$ cat config.mk
export PLATFORM = sky130hd
export DESIGN_NAME = uart_file_xfer_engine
export DESIGN_NICKNAME = d
export VERILOG_FILES = /design/src/rtl/uart_file_xfer_engine.sv
export SDC_FILE = /design/constraint.sdc
export NUM_CORES = 1
export LEC_CHECK = 0
export ABC_AREA = 1
export CAP_MARGIN = 20
export CORE_MARGIN = 2
export CORE_UTILIZATION = 35
export CTS_CLUSTER_SIZE = 20
export DETAILED_ROUTE_END_ITERATION = 12
export PLACE_DENSITY = 0.62
export SLEW_MARGIN = 20
export SYNTH_ARGS = -nofsm -noshare
export SYNTH_HDL_FRONTEND = slang
export SYNTH_SLANG_ARGS = --single-unit
$ cat constraint.sdc
create_clock -name clk -period 16 [get_ports clk]
set_clock_uncertainty 0.05 [all_clocks]
set_input_delay 1.6 -clock clk [delete_from_list [all_inputs] [get_ports clk]]
set_output_delay 1.6 -clock clk [all_outputs]
set_load 0.005 [all_outputs]
$ cat src/rtl/uart_file_xfer_engine.sv
// UART file-transfer engine: watches the UART byte stream for 0x02 (send file),
// 0x03 (receive file) and 0x04 (finish), and moves file bytes between the UART
// and a memory master port. A 4-byte little-endian size header precedes each file.
// Every other byte seen while idle is passed through on con_data/con_valid.
// Optional: define UART_XFER_PROGRESS_EN to add progress/progress_valid milestone
// strobes (0, 10, ..., 100 percent).
module uart_file_xfer_engine #(
  parameter int unsigned DATA_W    = 32,
  parameter int unsigned ADDR_W    = 24,
  parameter int unsigned MAX_BYTES = 2**20,
  parameter bit          MSB_FIRST = 1'b0
) (
  input  logic                clk,
  input  logic                rst,
  input  logic [7:0]          rx_data,
  input  logic                rx_valid,
  output logic                rx_ready,
  output logic [7:0]          tx_data,
  output logic                tx_valid,
  input  logic                tx_ready,
  output logic [7:0]          con_data,
  output logic                con_valid,
  input  logic [ADDR_W-1:0]   send_base,
  input  logic [31:0]         send_size,
  input  logic [ADDR_W-1:0]   recv_base,
  output logic                mem_valid,
  output logic [ADDR_W-1:0]   mem_addr,
  output logic [DATA_W-1:0]   mem_wdata,
  output logic [DATA_W/8-1:0] mem_wstrb,
  input  logic [DATA_W-1:0]   mem_rdata,
  input  logic                mem_ready,
  output logic                busy,
  output logic                done,
  output logic [31:0]         recv_len,
  output logic                overflow
`ifdef UART_XFER_PROGRESS_EN
  ,
  output logic [6:0]          progress,
  output logic                progress_valid
`endif
);

  localparam int unsigned NB = DATA_W / 8;
  localparam int unsigned LW = (NB > 1) ? $clog2(NB) : 1;

  typedef enum logic [2:0] {
    StIdle, StTxSize, StTxRd, StTxData, StRxSize, StRxData, StRxWr, StDone
  } state_e;

  state_e              state_q, state_d;
  logic [ADDR_W-1:0]   waddr_q, waddr_d;     // word-aligned address of current word
  logic [LW-1:0]       lane_q, lane_d;       // byte lane within the current word
  logic [31:0]         size_q, size_d;
  logic [31:0]         cnt_q, cnt_d;         // file bytes transferred so far
  logic [1:0]          hdr_q, hdr_d;         // size-header byte index
  logic [DATA_W-1:0]   word_q, word_d;
  logic [NB-1:0]       strb_q, strb_d;
  logic                ovf_q, ovf_d;
  logic [31:0]         recv_len_q, recv_len_d;

  logic                rx_ready_q, rx_ready_d;
  logic                tx_valid_q, tx_valid_d;
  logic [7:0]          tx_data_q, tx_data_d;
  logic                con_valid_q, con_valid_d;
  logic [7:0]          con_data_q, con_data_d;
  logic                mem_valid_q, mem_valid_d;
  logic [DATA_W-1:0]   mem_wdata_q, mem_wdata_d;
  logic [NB-1:0]       mem_wstrb_q, mem_wstrb_d;
  logic                busy_q, busy_d;
  logic                done_q, done_d;

  logic rx_fire, tx_fire, mem_fire;
  assign rx_fire  = rx_valid & rx_ready_q;
  assign tx_fire  = tx_valid_q & tx_ready;
  assign mem_fire = mem_valid_q & mem_ready;

  // Bit position (in bytes) of a byte lane inside the memory word.
  function automatic int unsigned pos_of(input logic [LW-1:0] l);
    return MSB_FIRST ? (NB - 1 - 32'(l)) : 32'(l);
  endfunction

  function automatic logic [LW-1:0] lane_of(input logic [ADDR_W-1:0] a);
    return LW'(a % ADDR_W'(NB));
  endfunction

  // State register.
  always_ff @(posedge clk or posedge rst) begin
    if (rst) state_q <= StIdle;
    else     state_q <= state_d;
  end

  // Next-state and datapath next values.
  always_comb begin
    state_d    = state_q;
    waddr_d    = waddr_q;
    lane_d     = lane_q;
    size_d     = size_q;
    cnt_d      = cnt_q;
    hdr_d      = hdr_q;
    word_d     = word_q;
    strb_d     = strb_q;
    ovf_d      = ovf_q;
    recv_len_d = recv_len_q;
    unique case (state_q)
      StIdle: begin
        if (rx_fire) begin
          case (rx_data)
            8'h02: begin
              state_d = StTxSize;
              lane_d  = lane_of(send_base);
              waddr_d = send_base - ADDR_W'(lane_of(send_base));
              size_d  = send_size;
              hdr_d   = '0;
              cnt_d   = '0;
            end
            8'h03: begin
              state_d = StRxSize;
              lane_d  = lane_of(recv_base);
              waddr_d = recv_base - ADDR_W'(lane_of(recv_base));
              size_d  = '0;
              hdr_d   = '0;
              cnt_d   = '0;
              word_d  = '0;
              strb_d  = '0;
              ovf_d   = 1'b0;
            end
            8'h04:   state_d = StDone;
            default: ;
          endcase
        end
      end
      StTxSize: begin
        if (tx_fire) begin
          hdr_d = hdr_q + 2'd1;
          if (hdr_q == 2'd3) state_d = (size_q == '0) ? StIdle : StTxRd;
        end
      end
      StTxRd: begin
        if (mem_fire) begin
          word_d  = mem_rdata;
          state_d = StTxData;
        end
      end
      StTxData: begin
        if (tx_fire) begin
          cnt_d = cnt_q + 32'd1;
          if (cnt_d == size_q) begin
            state_d = StIdle;
          end else if (lane_q == LW'(NB - 1)) begin
            lane_d  = '0;
            waddr_d = waddr_q + ADDR_W'(NB);
            state_d = StTxRd;
          end else begin
            lane_d = lane_q + 1'b1;
          end
        end
      end
      StRxSize: begin
        if (rx_fire) begin
          size_d[8*hdr_q +: 8] = rx_data;
          hdr_d = hdr_q + 2'd1;
          if (hdr_q == 2'd3) begin
            if (size_d == '0) begin
              state_d    = StIdle;
              recv_len_d = '0;
            end else begin
              state_d = StRxData;
            end
          end
        end
      end
      StRxData: begin
        if (rx_fire) begin
          cnt_d = cnt_q + 32'd1;
          // Bytes beyond capacity are consumed but never stored.
          if (cnt_q < MAX_BYTES) begin
            word_d[8*pos_of(lane_q) +: 8] = rx_data;
            strb_d[pos_of(lane_q)]        = 1'b1;
          end else begin
            ovf_d = 1'b1;
          end
          if (cnt_d == size_q || lane_q == LW'(NB - 1)) state_d = StRxWr;
          else                                          lane_d  = lane_q + 1'b1;
        end
      end
      StRxWr: begin
        // An empty word (overflow region) completes without a memory request.
        if (mem_fire || strb_q == '0) begin
          word_d  = '0;
          strb_d  = '0;
          lane_d  = '0;
          waddr_d = waddr_q + ADDR_W'(NB);
          if (cnt_q == size_q) begin
            state_d    = StIdle;
            recv_len_d = (size_q > MAX_BYTES) ? 32'(MAX_BYTES) : size_q;
          end else begin
            state_d = StRxData;
          end
        end
      end
      StDone:  ;
      default: state_d = StIdle;
    endcase
  end

  // Output next values, decoded from the upcoming state so outputs can be registered.
  always_comb begin
    rx_ready_d  = state_d inside {StIdle, StRxSize, StRxData, StDone};
    tx_valid_d  = state_d inside {StTxSize, StTxData};
    tx_data_d   = '0;
    if (state_d == StTxSize)      tx_data_d = size_d[8*hdr_d +: 8];
    else if (state_d == StTxData) tx_data_d = word_d[8*pos_of(lane_d) +: 8];
    con_valid_d = (state_q == StIdle) && rx_fire && !(rx_data inside {8'h02, 8'h03, 8'h04});
    con_data_d  = con_valid_d ? rx_data : con_data_q;
    mem_valid_d = (state_d == StTxRd) || ((state_d == StRxWr) && (strb_d != '0));
    mem_wdata_d = (state_d == StRxWr) ? word_d : '0;
    mem_wstrb_d = (state_d == StRxWr) ? strb_d : '0;
    busy_d      = !(state_d inside {StIdle, StDone});
    done_d      = (state_d == StDone);
  end

  // Datapath and output registers.
  always_ff @(posedge clk or posedge rst) begin
    if (rst) begin
      waddr_q     <= '0;
      lane_q      <= '0;
      size_q      <= '0;
      cnt_q       <= '0;
      hdr_q       <= '0;
      word_q      <= '0;
      strb_q      <= '0;
      ovf_q       <= 1'b0;
      recv_len_q  <= '0;
      rx_ready_q  <= 1'b0;
      tx_valid_q  <= 1'b0;
      tx_data_q   <= '0;
      con_valid_q <= 1'b0;
      con_data_q  <= '0;
      mem_valid_q <= 1'b0;
      mem_wdata_q <= '0;
      mem_wstrb_q <= '0;
      busy_q      <= 1'b0;
      done_q      <= 1'b0;
    end else begin
      waddr_q     <= waddr_d;
      lane_q      <= lane_d;
      size_q      <= size_d;
      cnt_q       <= cnt_d;
      hdr_q       <= hdr_d;
      word_q      <= word_d;
      strb_q      <= strb_d;
      ovf_q       <= ovf_d;
      recv_len_q  <= recv_len_d;
      rx_ready_q  <= rx_ready_d;
      tx_valid_q  <= tx_valid_d;
      tx_data_q   <= tx_data_d;
      con_valid_q <= con_valid_d;
      con_data_q  <= con_data_d;
      mem_valid_q <= mem_valid_d;
      mem_wdata_q <= mem_wdata_d;
      mem_wstrb_q <= mem_wstrb_d;
      busy_q      <= busy_d;
      done_q      <= done_d;
    end
  end

  assign rx_ready  = rx_ready_q;
  assign tx_valid  = tx_valid_q;
  assign tx_data   = tx_data_q;
  assign con_valid = con_valid_q;
  assign con_data  = con_data_q;
  assign mem_valid = mem_valid_q;
  assign mem_addr  = waddr_q;
  assign mem_wdata = mem_wdata_q;
  assign mem_wstrb = mem_wstrb_q;
  assign busy      = busy_q;
  assign done      = done_q;
  assign recv_len  = recv_len_q;
  assign overflow  = ovf_q;

`ifdef UART_XFER_PROGRESS_EN
  logic [3:0]  ms_q;         // next milestone, in tens of percent
  logic        prog_act_q;
  logic [6:0]  prog_q;
  logic        prog_v_q;
  logic [35:0] thr;
  logic        prog_start;

  assign thr        = (36'(size_q) * 36'(ms_q)) / 36'd10;
  assign prog_start = (state_q inside {StTxSize, StRxSize}) && (state_d != state_q);

  // Milestone tracker: one strobe per cycle, catching up when milestones share an index.
  always_ff @(posedge clk or posedge rst) begin
    if (rst) begin
      ms_q       <= '0;
      prog_act_q <= 1'b0;
      prog_q     <= '0;
      prog_v_q   <= 1'b0;
    end else begin
      prog_v_q <= 1'b0;
      if (prog_start) begin
        prog_act_q <= 1'b1;
        ms_q       <= (size_d == '0) ? 4'd10 : 4'd0;
      end else if (prog_act_q && (36'(cnt_q) >= thr)) begin
        prog_v_q <= 1'b1;
        prog_q   <= 7'(ms_q) * 7'd10;
        ms_q     <= ms_q + 4'd1;
        if (ms_q == 4'd10) prog_act_q <= 1'b0;
      end
    end
  end

  assign progress       = prog_q;
  assign progress_valid = prog_v_q;
`endif

endmodule

## After elaboration in Yosys (flattened, before gate mapping)

Cells that the tools add are included.

- Mux-type cells: 80
- Add/sub/neg operators: 8
- Shifts and indexed selects: 6
- Equal/unequal tests: 34
- Bitwise operators: 4
- Magnitude comparators: 4
- Reduce and logical (&&, ||, !) cells: 28

Operators by type and width:

| kind | number |
|---|---|
| $mux W32 | 19 |
| $pmux W32 S2 | 3 |
| $pmux W32 S4 | 1 |
| $mux W24 | 5 |
| $pmux W32 S3 | 1 |
| $pmux W24 S3 | 1 |
| $neg A5 Y34 | 2 |
| $shift A8 B34 Y32 const A | 2 |
| $shiftx A8 B34 Y32 | 2 |
| $bwmux W32 | 2 |
| $eq A32 B32 Y1 | 2 |
| $logic_not A32 Y1 | 2 |
| $shiftx A32 B6 Y8 | 2 |
| $pmux W24 S2 | 1 |
| $sub A24 B2 Y24 | 2 |
| $mux W3 | 14 |
| $add A32 B1 Y32 const B | 1 |
| $gt A32 B21 Y1 const B | 1 |
| $lt A32 B21 Y1 const B | 1 |
| $add A24 B3 Y24 const B | 1 |
| $mux W2 | 12 |
| $mux W4 | 6 |
| $ne A2 B2 Y1 const B | 12 |
| $eq A3 B3 Y1 const B | 7 |
| 34 further kinds | 62 |

- Output and inout bits: 115
- Register bits: 222
- Input port bits: 125
- Word-level logic and storage cells: 184

## Longest topological paths before layout

Gate-level depths: netlist of run 1.

- Depth after elaboration: 11
- Gate-level depth with buffers: 25
- Mapped depth without buffers: 24

## Worst setup path after synthesis of run 1

Ideal clock, no wire load.

- Path kind: input -> register
- Start: input port rx_data[6]
- End: register tx_data_q[5] (netlist: tx_data[5])
- Stages: 15
- Slack: 12306 ps
- Arrival: 3527 ps
- Buffers on the path: 1
- Library setup time: 117 ps
- Required time: 15833 ps
- Cell sequence: inv_1 > nand4_1 > nor3_1 > nand2_1 > nand2_1 > a31oi_1 > a211oi_1 > nand2_2 > nor2_4 > nand2_8 > buf_6 > nand3_1 > nand3_1 > nand3_1 > nand2_1

- Longest elaborated chain between the ends: 10
- Elaborated cells between the ends (all ways): 36
- Those cells by class: 5 x eq/ne; 4 x shift; 25 x mux; 2 x reduce/logical

Ends and longest elaborated chain:

| element | line | RTL |
|---|---|---|
| from (decl) | 15 | `input logic [7:0] rx_data,` |
| $shiftx A8 B34 Y32 | 160 | `size_d[8*hdr_q +: 8] = rx_data;` |
| $bwmux W32 | 160 |  |
| $logic_not A32 Y1 | 163 | `if (size_d == '0) begin` |
| $mux W3 | 163 |  |
| $mux W3 | 162 | `if (hdr_q == 2'd3) begin` |
| $mux W3 | 159 | `if (rx_fire) begin` |
| $pmux W3 S7 | 104 | `unique case (state_q)` |
| $eq A3 B2 Y1 | 212 | `else if (state_d == StTxData) tx_data_d = word_d[8*pos_of(lane_d) +: 8];` |
| $mux W8 | 212 |  |
| $mux W8 (*) | 211 | `if (state_d == StTxSize) tx_data_d = size_d[8*hdr_d +: 8];` |
| via tx_data_d[5] | 63 | `logic [7:0] tx_data_q, tx_data_d;` |
| to (signal assigned) | 256 | `tx_data_q <= tx_data_d;` |
| to (decl) | 63 |  |

Mark *: on every way through the listed nets, which the timed path passes. The rest lies on a longest branch.
A chain may end at the register's enable or synchronous reset.

## Final worst setup path of run 1

- Start: input port rx_data[4]
- End: register cnt_q[21]

- Longest elaborated chain between the ends: 4
- Elaborated cells between the ends (all ways): 5
- Those cells by class: 3 x eq/ne; 2 x reduce/logical

Ends and longest elaborated chain:

| element | line | RTL |
|---|---|---|
| $eq A8 B2 Y1 | 107 | `case (rx_data)` |
| $reduce_or A2 Y1 (no line) (*) | -- |  |
| $ne A2 B2 Y1 (no line) (*) | -- |  |
| $reduce_and A5 Y1 (no line) (*) | -- |  |
| to (signal assigned) | 248 | `cnt_q <= cnt_d;` |
| to (decl) | 54 | `logic [31:0] cnt_q, cnt_d;` |

Every way passes the cells marked *; elsewhere a longest branch is shown, timed or not.

==> results.sh, run 1 <==
export IMPL_status="complete, no violations"
export IMPL_finalInstanceArea_sq_um=18100
export IMPL_wl_met1_microns=24400
export IMPL_fin_crit_sh=0.350
export IMPL_top_layer_used="met4"
export IMPL_floorplan_initialDensity=0.353
export IMPL_netlist_area_leader_share=0.385
export IMPL_vias=15300
export IMPL_async_reset_ff_frac=1.00
export IMPL_grt_util_all_layers=0.283
export IMPL_viasPerCell=5.52
export IMPL_numCtsBuffers=28
export IMPL_ys_seq_elements=220
export IMPL_period_minus_slack_ns=5.61
export IMPL_synth_warnings=0
export IMPL_rr_endpoint="cnt_q[21]"
export IMPL_drive_above_1_share=0.0556
export IMPL_cts_tree="built"
export IMPL_clk_path_buf_depth=3
export IMPL_gp_congestion=1.01
export IMPL_hold_viol_final=0
export IMPL_place_inst=2728
export IMPL_num_rows=74
export IMPL_synthTopCellsByArea="dfrtp_1, nand2_1, inv_1"
export IMPL_setup_tns_ns=0
export IMPL_fin_nets=2367
export IMPL_drc_errors=0
export IMPL_die_h_microns=206
export IMPL_postRouteAntennaNets=0
export IMPL_rsz0062_at_grt="no"
export IMPL_grt_overflow_total=0
export IMPL_r2r_cells=10
export IMPL_synth_top_cells_by_count="nand2_1, inv_1, nor2_1"
export IMPL_crit_path_max_fanout=28
export IMPL_cts_resized=0
export IMPL_area_delta_synth_final_pct=26.8
export IMPL_rr_startpoint="state_q[0]"
export IMPL_cts_setup_buffers=0
export IMPL_fillCellCount=4162
export IMPL_relSlewSlack=0.248
export IMPL_cts_hold_buf=0
export IMPL_max_freq_mhz=178
export IMPL_hold_path_class="reg -> reg"
export IMPL_synth_area_leader_cell="dfrtp_1"
export IMPL_critical_path_endpoint="cnt_q[21]"
export IMPL_h_tree_depth=1
export IMPL_yosysMostFrequentCell="nand2_1"
export IMPL_cp_end_kind="flop"
export IMPL_worstPathArrival_ns=5.96
export IMPL_fin_ws_ns=10.39
export IMPL_synth_edff_count=0
export IMPL_dp_slack_ns=9.89
export IMPL_drv_slew=0
export IMPL_clock_latency_ns=0.60
export IMPL_cap_violations=0
export IMPL_reg2reg_slack_ns=10.85
export IMPL_cp_required_ns=16.35
export IMPL_synth_ff_type="dfrtp_1"
export IMPL_holdWs_ns=0.433
export IMPL_crit_start="rx_data[4]"
export IMPL_path_class="in -> reg"
export IMPL_pin_count=240
export IMPL_clockRootBuffer="clkbuf_16"
export IMPL_placed_area_sq_um=17200
export IMPL_ys_types=58
export IMPL_peakVddDrop_mv=0.0683
export IMPL_fp_coreArea_sq_um=40600
export IMPL_drtIter0Drc=1312
export IMPL_seq_area_frac_synth=0.385
export IMPL_leakage_nw=8.61
export IMPL_wl_met2_microns=29600
export IMPL_antenna_cells=0
export IMPL_critPathLaunchType="primary input"
export IMPL_drt_pass1_iterations=5
export IMPL_grt_pass1_vias=14900
export IMPL_dp_hpwl_microns=46300
export IMPL_met3_length_microns=3980
export IMPL_synthesis_area_sq_um=14300
export IMPL_wl_microns=60700
export IMPL_wl_per_cell_microns=21.8
export IMPL_antenna_found_initial=0
export IMPL_finalNonFillerCells=2779
export IMPL_clk_pin_slew_worst_paths_ns=0.06
export IMPL_syn_inst=2011
export IMPL_die_area_sq_um=42500
export IMPL_io_buffer_count=237
export IMPL_die_x_microns=206
export IMPL_grt_start_max_net_pins=105
export IMPL_cts_sinks=220
export IMPL_syn_avg_cell_area_sq_um=7.12
export IMPL_grt_pass1_wl_microns=91100
export IMPL_p_per_area_nw_per_um2=69.8
export IMPL_setup_viol=0
export IMPL_worst_slew_pin_transition_ns=1.13
[sequential cells by signal (all words and copies together), names as in the netlist]
| name | cells |
|---|---|
| cnt_q | 32 |
| mem_wdata | 32 |
| recv_len | 32 |
| size_q | 32 |
| word_q | 32 |
| mem_addr | 22 |
| con_data | 8 |
| tx_data | 8 |
| mem_wstrb | 4 |
| strb_q | 4 |
| state_q | 3 |
| hdr_q | 2 |
| lane_q | 2 |
| busy | 1 |
| con_valid | 1 |
| done | 1 |
| mem_valid | 1 |
| overflow | 1 |
| rx_ready | 1 |
| tx_valid | 1 |
[kinds of logic after synthesis]
logic type               synth area share
AO/OA/AOI/OAI                       0.184
XOR/XNOR                           0.0349
adder cells (fa/ha/maj)            0.0140
buffers and inverters              0.0893
flip-flops                          0.385
other                            0.000262
AND/OR/NAND/NOR                     0.293
[per-layer routing]
metal,global-route usage,vias up
li1,-,7145
met1,0.358,7406
met2,0.488,647
met3,0.0363,138
met4,0.113,0
met5,0,-
[cell usage in the layout, fill, tap and decap left out, types with 7 or more instances in the layout]
master,netlist,routed
nand3_1,131,131
buf_4,3,19
clkinv_1,7,7
nor2_4,9,9
ha_1,16,16
xnor2_1,17,17
a21oi_1,71,71
clkdlybuf4s50_1,0,237
a31oi_1,17,17
nand4_1,28,28
clkbuf_16,0,28
xor2_1,40,40
inv_2,9,10
o31ai_1,27,27
a32o_1,28,28
o211ai_1,40,40
nor3_1,25,24
o21ai_0,151,151
inv_1,243,241
nor2_1,221,219
nor2_2,8,10
nand2_1,507,507
dfrtp_1,220,220
nand2_2,8,8
a221oi_1,10,10
o22ai_1,46,46
[how the worst min path moves through the flow]
stage                       startpoint      endpoint  slack [ns]  cells past startpoint
after floorplan             word_q[23]    word_q[23]        0.42                      2
after global placement    recv_len[19]  recv_len[19]        0.42                      2
after detailed placement  recv_len[11]  recv_len[11]        0.42                      2
after CTS                 recv_len[11]  recv_len[11]        0.44                      2
after global routing      recv_len[26]  recv_len[26]        0.46                      2
final                     recv_len[19]  recv_len[19]        0.43                      2
[critical path, cell delays in order]
cell	delay, ns
clkdlybuf4s50_1	0.58
inv_1	0.21
nand4_1	0.21
nor2_1	0.11
nor2_1	0.20
inv_1	0.07
nand3_1	0.58
clkinv_1	0.98
nand2_1	1.19
o21ai_0	0.19
[stage by stage]
stage / util / total power (W)
after floorplan: - / 0.000585
after global placement: 0.424 / 0.000630
after detailed placement: 0.424 / 0.000630
after CTS: 0.447 / 0.00128
after global routing: 0.447 / 0.00130
final: 0.447 / 0.00127
[power by group]
part | switching (W) | total, W | internal [W]
Sequential | 0.0000000769 | 0.000557 | 0.000556
Clock | 0.000277 | 0.000647 | 0.000370
Combinational | 0.0000320 | 0.0000629 | 0.0000308
[layout make-up]
class / instances / area, sq um / share of cell area
Timing Repair Buffer: 256 / 2510 / 0.139
Inverter: 259 / 980 / 0.0540
Sequential cell: 220 / 5510 / 0.303
Tap cell: 532 / 666 / 0.0367
Clock inverter: 15 / 169 / 0.00931
Multi-Input combinational cell: 1461 / 7550 / 0.416
Clock buffer: 36 / 761 / 0.0419
No activity file was read; power rests on OpenSTA's default activity.
==> inputs of run 2 (changes only) <==
==> constraint.sdc (replaced) <==
create_clock -name clk -period 5.55 [get_ports clk]
set_clock_uncertainty 0.05 [all_clocks]
set_input_delay 0.555 -clock clk [delete_from_list [all_inputs] [get_ports clk]]
set_output_delay 0.555 -clock clk [all_outputs]
set_load 0.005 [all_outputs]
==> results.sh, run 2 (synthesis gave the netlist of run 1 again) <==
export IMPL_status="complete, no violations"
export IMPL_pin_count=240
export IMPL_grt_start_max_net_pins=132
export IMPL_crit_slowest_cell="dfrtp_1"
export IMPL_peakVddDrop_mv=0.206
export IMPL_finalNonFillerCells=2783
export IMPL_hold_viol_final=0
export IMPL_p_per_area_nw_per_um2=201
export IMPL_fp_coreArea_sq_um=40600
export IMPL_pwr_share_clk=0.509
export IMPL_drv_slew=0
export IMPL_cp_required_ns=5.97
export IMPL_floorplan_initialDensity=0.353
export IMPL_slowest_delay_ns=0.51
export IMPL_p_comb_frac=0.051
export IMPL_place_inst=2733
export IMPL_cpLargestDelayFamily="simple AND/OR/NAND/NOR gates"
export IMPL_crit_path_max_fanout=22
export IMPL_final_cell_mix="nand2_1, inv_1, clkdlybuf4s50_1"
export IMPL_cts_tree="built"
export IMPL_drc_errors=0
export IMPL_seq_power_share=0.440
export IMPL_grt_overflow_total=0
export IMPL_numCtsBuffers=27
export IMPL_leakage_nw=8.63
export IMPL_dp_slack_ns=1.29
export IMPL_clk_pin_slew_worst_paths_ns=0.07
export IMPL_clock_latency_ns=0.58
export IMPL_fin_ws_ns=1.62
export IMPL_clk_path_buf_depth=3
export IMPL_viasPerCell=5.47
export IMPL_setup_viol=0
export IMPL_num_rows=74
export IMPL_cap_violations=0
export IMPL_cts_setup_buffers=0
export IMPL_hold_path_class="in -> async"
export IMPL_setup_tns_ns=0
export IMPL_io_buffer_count=237
export IMPL_switching_share=0.233
export IMPL_final_common_cell="nand2_1"
export IMPL_path_class="reg -> reg"
export IMPL_gp_congestion=1.03
export IMPL_max_freq_mhz=254
export IMPL_fillCellCount=4145
export IMPL_crit_buf_inv=3
export IMPL_wl_microns=59800
export IMPL_drtIter0Drc=1405
export IMPL_path_cells="inv_1 -> ha_1 -> inv_1 -> nand3_1 -> nor2_1 -> a21oi_1 -> nand2_1 -> nor3_1 -> nand3_1 -> nor3_1 -> nand3_1 -> nand2_1 -> nand2_1 -> buf_4 -> o31ai_1"
export IMPL_worst_slew_pin_transition_ns=1.05
export IMPL_die_x_microns=206
export IMPL_drive_above_1_share=0.0547
export IMPL_cts_resized=0
export IMPL_clockRootBuffer="clkbuf_16"
export IMPL_rsz0062_at_grt="no"
export IMPL_finalInstanceArea_sq_um=18200
export IMPL_die_h_microns=206
export IMPL_fin_nets=2371
export IMPL_cts_sinks=220
export IMPL_grt_pass1_wl_microns=90300
export IMPL_drt_pass1_iterations=5
export IMPL_area_delta_synth_final_pct=26.9
export IMPL_internal_power_w=0.00280
export IMPL_wl_per_cell_microns=21.5
export IMPL_grt_pass1_vias=15000
export IMPL_h_tree_depth=1
export IMPL_postRouteAntennaNets=0
export IMPL_cts_hold_buf=0
export IMPL_grt_util_all_layers=0.280
export IMPL_dp_hpwl_microns=45600
export IMPL_relSlewSlack=0.301
export IMPL_fin_crit_sh=0.709
export IMPL_critPathLaunchType="flop"
export IMPL_placed_area_sq_um=17300
export IMPL_power_switching_w=0.000849
export IMPL_worstPathArrival_ns=4.36
export IMPL_vias=15200
export IMPL_period_minus_slack_ns=3.93
export IMPL_antenna_found_initial=1
export IMPL_cp_end_kind="flop"
export IMPL_die_area_sq_um=42500
run 2: stage by stage:
step,hold WS [ns],utilization,power (W)
floorplan,0.422,-,0.00169
global placement,0.420,0.425,0.00182
detailed placement,0.419,0.425,0.00182
CTS,0.407,0.448,0.00368
global route,0.440,0.448,0.00374
finish,0.392,0.448,0.00365
run 2: per-layer routing:
metal	global-route usage	routed length, microns	up-vias
met5	0	0	-
li1	-	-	7159
met1	0.361	24700	7219
met4	0.119	2930	0
met2	0.465	28200	695
met3	0.0481	3930	158
run 2: worst reg2reg max path: stages (launching register included):
cell,delay [ns]
dfrtp_1,0.51
inv_1,0.29
ha_1,0.34
inv_1,0.17
nand3_1,0.15
nor2_1,0.06
a21oi_1,0.17
nand2_1,0.07
nor3_1,0.16
nand3_1,0.09
nor3_1,0.31
nand3_1,0.18
nand2_1,0.14
nand2_1,0.46
buf_4,0.42
o31ai_1,0.24
run 2: final timing paths:
| path | from | to | slack (ns) | cells past startpoint |
|---|---|---|---|---|
| worst min-delay path | rst | cnt_q[10] | 0.39 | 2 |
| worst min register to register | recv_len[19] | recv_len[19] | 0.43 | 2 |
| max in group asynchronous | rst | mem_wdata[8] | 3.75 | 3 |
| worst max-delay path | hdr_q[0] | recv_len[4] | 1.62 | 15 |
| worst max register to register | hdr_q[0] | recv_len[4] | 1.62 | 15 |
| min in group clk | recv_len[19] | recv_len[19] | 0.43 | 2 |
run 2: layout make-up:
cell class	count	area, sq um	area share
Clock buffer	40	774	0.0426
Antenna cell	2	5.00	0.000276
Sequential cell	220	5510	0.303
Inverter	259	976	0.0537
Timing Repair Buffer	261	2560	0.141
Tap cell	532	666	0.0366
Clock inverter	8	133	0.00730
Multi-Input combinational cell	1461	7540	0.415
run 2: power by group through the flow:
stage / Sequential (W) / Combinational (W) / Clock, W
after floorplan: 0.00163 / 0.0000524 / 0
after global placement: 0.00163 / 0.000186 / 0
after detailed placement: 0.00163 / 0.000186 / 0
after CTS: 0.00160 / 0.000187 / 0.00189
after global routing: 0.00160 / 0.000200 / 0.00194
final: 0.00160 / 0.000186 / 0.00186
==> inputs of run 3 (changes only) <==
==> constraint.sdc (replaced) <==
create_clock -name clk -period 3.7 [get_ports clk]
set_clock_uncertainty 0.05 [all_clocks]
set_input_delay 0.37 -clock clk [delete_from_list [all_inputs] [get_ports clk]]
set_output_delay 0.37 -clock clk [all_outputs]
set_load 0.005 [all_outputs]
==> results.sh, run 3 (synthesis gave the netlist of run 1 again) <==
export IMPL_status="complete, no violations"
export IMPL_grt_pass1_wl_microns=90500
export IMPL_final_cell_mix="nand2_1, inv_1, clkdlybuf4s50_1"
export IMPL_worst_slew_pin_transition_ns=0.996
export IMPL_path_class="reg -> reg"
export IMPL_cp_required_ns=4.17
export IMPL_drive_above_1_share=0.0759
export IMPL_peakVddDrop_mv=0.351
export IMPL_viasPerCell=5.48
export IMPL_max_freq_mhz=275
export IMPL_pwr_share_clk=0.498
export IMPL_drtIter0Drc=1235
export IMPL_wl_met2_microns=28700
export IMPL_critPathLaunchType="flop"
export IMPL_clk_path_buf_depth=3
export IMPL_seq_power_share=0.446
export IMPL_wl_microns=60800
export IMPL_grt_pass1_vias=14900
export IMPL_grt_util_all_layers=0.282
export IMPL_die_x_microns=206
export IMPL_place_inst=2766
export IMPL_setup_tns_ns=0
export IMPL_internal_power_w=0.00407
export IMPL_finalNonFillerCells=2823
export IMPL_wl_per_cell_microns=21.5
export IMPL_cap_violations=0
export IMPL_final_common_cell="nand2_1"
export IMPL_relSlewSlack=0.335
export IMPL_fin_crit_sh=0.981
export IMPL_io_buffer_count=237
export IMPL_die_area_sq_um=42500
export IMPL_drt_pass1_iterations=7
export IMPL_fin_nets=2410
export IMPL_placed_area_sq_um=17600
export IMPL_antenna_cells=0
export IMPL_antenna_found_initial=0
export IMPL_clock_latency_ns=0.59
export IMPL_crit_path_max_fanout=8
export IMPL_finalInstanceArea_sq_um=18500
export IMPL_area_delta_synth_final_pct=29.4
export IMPL_worstPathArrival_ns=4.10
export IMPL_floorplan_initialDensity=0.353
export IMPL_top_layer_used="met4"
export IMPL_postRouteAntennaNets=0
export IMPL_period_minus_slack_ns=3.63
export IMPL_switching_share=0.247
export IMPL_die_h_microns=206
export IMPL_drv_slew=0
export IMPL_h_tree_depth=1
export IMPL_grt_overflow_total=0
export IMPL_hold_viol_final=0
export IMPL_cts_hold_buf=0
export IMPL_hold_path_class="in -> async"
export IMPL_vias=15500
export IMPL_clockRootBuffer="clkbuf_16"
export IMPL_p_per_area_nw_per_um2=291
export IMPL_wl_met1_microns=24600
export IMPL_grt_start_max_net_pins=56
export IMPL_drc_errors=0
export IMPL_numCtsBuffers=28
export IMPL_cp_end_kind="flop"
export IMPL_clk_pin_slew_worst_paths_ns=0.06
export IMPL_fp_coreArea_sq_um=40600
export IMPL_leakage_nw=8.83
export IMPL_setup_viol=0
export IMPL_num_rows=74
export IMPL_rsz0062_at_grt="no"
export IMPL_dp_hpwl_microns=46800
export IMPL_cts_sinks=220
export IMPL_p_comb_frac=0.056
export IMPL_gp_congestion=1.00
export IMPL_met3_length_microns=4410
export IMPL_cts_tree="built"
export IMPL_power_switching_w=0.00133
export IMPL_holdWs_ns=0.299
export IMPL_pin_count=240
[run 3: critical path, cell delays in order (launching register included)]
cell        delay [ns]
dfrtp_1           0.43
clkinvlp_4        0.13
buf_4             0.12
ha_4              0.21
inv_1             0.15
nand3_1           0.19
nor2_1            0.08
a21oi_1           0.21
nand2_1           0.09
nor3_1            0.19
nand3_1           0.12
nor3_2            0.23
nand3_1           0.17
nand2_1           0.15
nand3_1           0.15
inv_1             0.15
nand2_1           0.11
nor2_4            0.28
nand3_1           0.23
nand2_1           0.13
[run 3: power groups by stage]
stage	clock network [W]	logic [W]	registers, W
after global routing	0.00286	0.000323	0.00240
final	0.00269	0.000304	0.00241
after CTS	0.00274	0.000304	0.00241
after global placement	0	0.000303	0.00245
after floorplan	0	0.0000786	0.00245
after detailed placement	0	0.000303	0.00245
[run 3: worst paths after layout]
check	slack [ns]	startpoint	end	depth (start not counted)
min in group clk	0.43	send_size[2]	size_q[2]	3
min	0.30	rst	size_q[5]	2
max reg2reg	0.07	hdr_q[0]	tx_data[2]	19
min reg2reg	0.43	recv_len[17]	recv_len[17]	2
max in group asynchronous	2.44	rst	mem_addr[5]	3
max	0.07	hdr_q[0]	tx_data[2]	19
[run 3: cell type report]
| class | instances | area (sq um) |
|---|---|---|
| Clock inverter | 15 | 100 |
| Tap cell | 532 | 666 |
| Multi-Input combinational cell | 1461 | 7580 |
| Clock buffer | 37 | 795 |
| Fill cell | 4130 | 22000 |
| Sequential cell | 220 | 5510 |
| Inverter | 259 | 980 |
| Timing Repair Buffer | 299 | 2900 |
[run 3: metal layers]
layer / up-vias / global-route usage
met4: 0 / 0.135
met2: 780 / 0.465
met3: 160 / 0.0378
li1: 7230 / -
met1: 7312 / 0.365
met5: - / 0
[run 3: what timing repair did]
item	in CTS	in global routing
gates resized for setup	4	5
setup buffers	0	5
endpoints found under the setup margin	45	21
[run 3: metrics by stage]
| step | total power (W) | util | worst slack, ns |
|---|---|---|---|
| 2_1_floorplan | 0.00253 | - | 0.412 |
| 5_1_grt | 0.00559 | 0.457 | 0.0105 |
| 6_report | 0.00540 | 0.457 | 0.0689 |
| 3_5_place_dp | 0.00275 | 0.433 | -0.397 |
| 3_3_place_gp | 0.00275 | 0.433 | -0.445 |
| 4_1_cts | 0.00545 | 0.455 | 0.0371 |
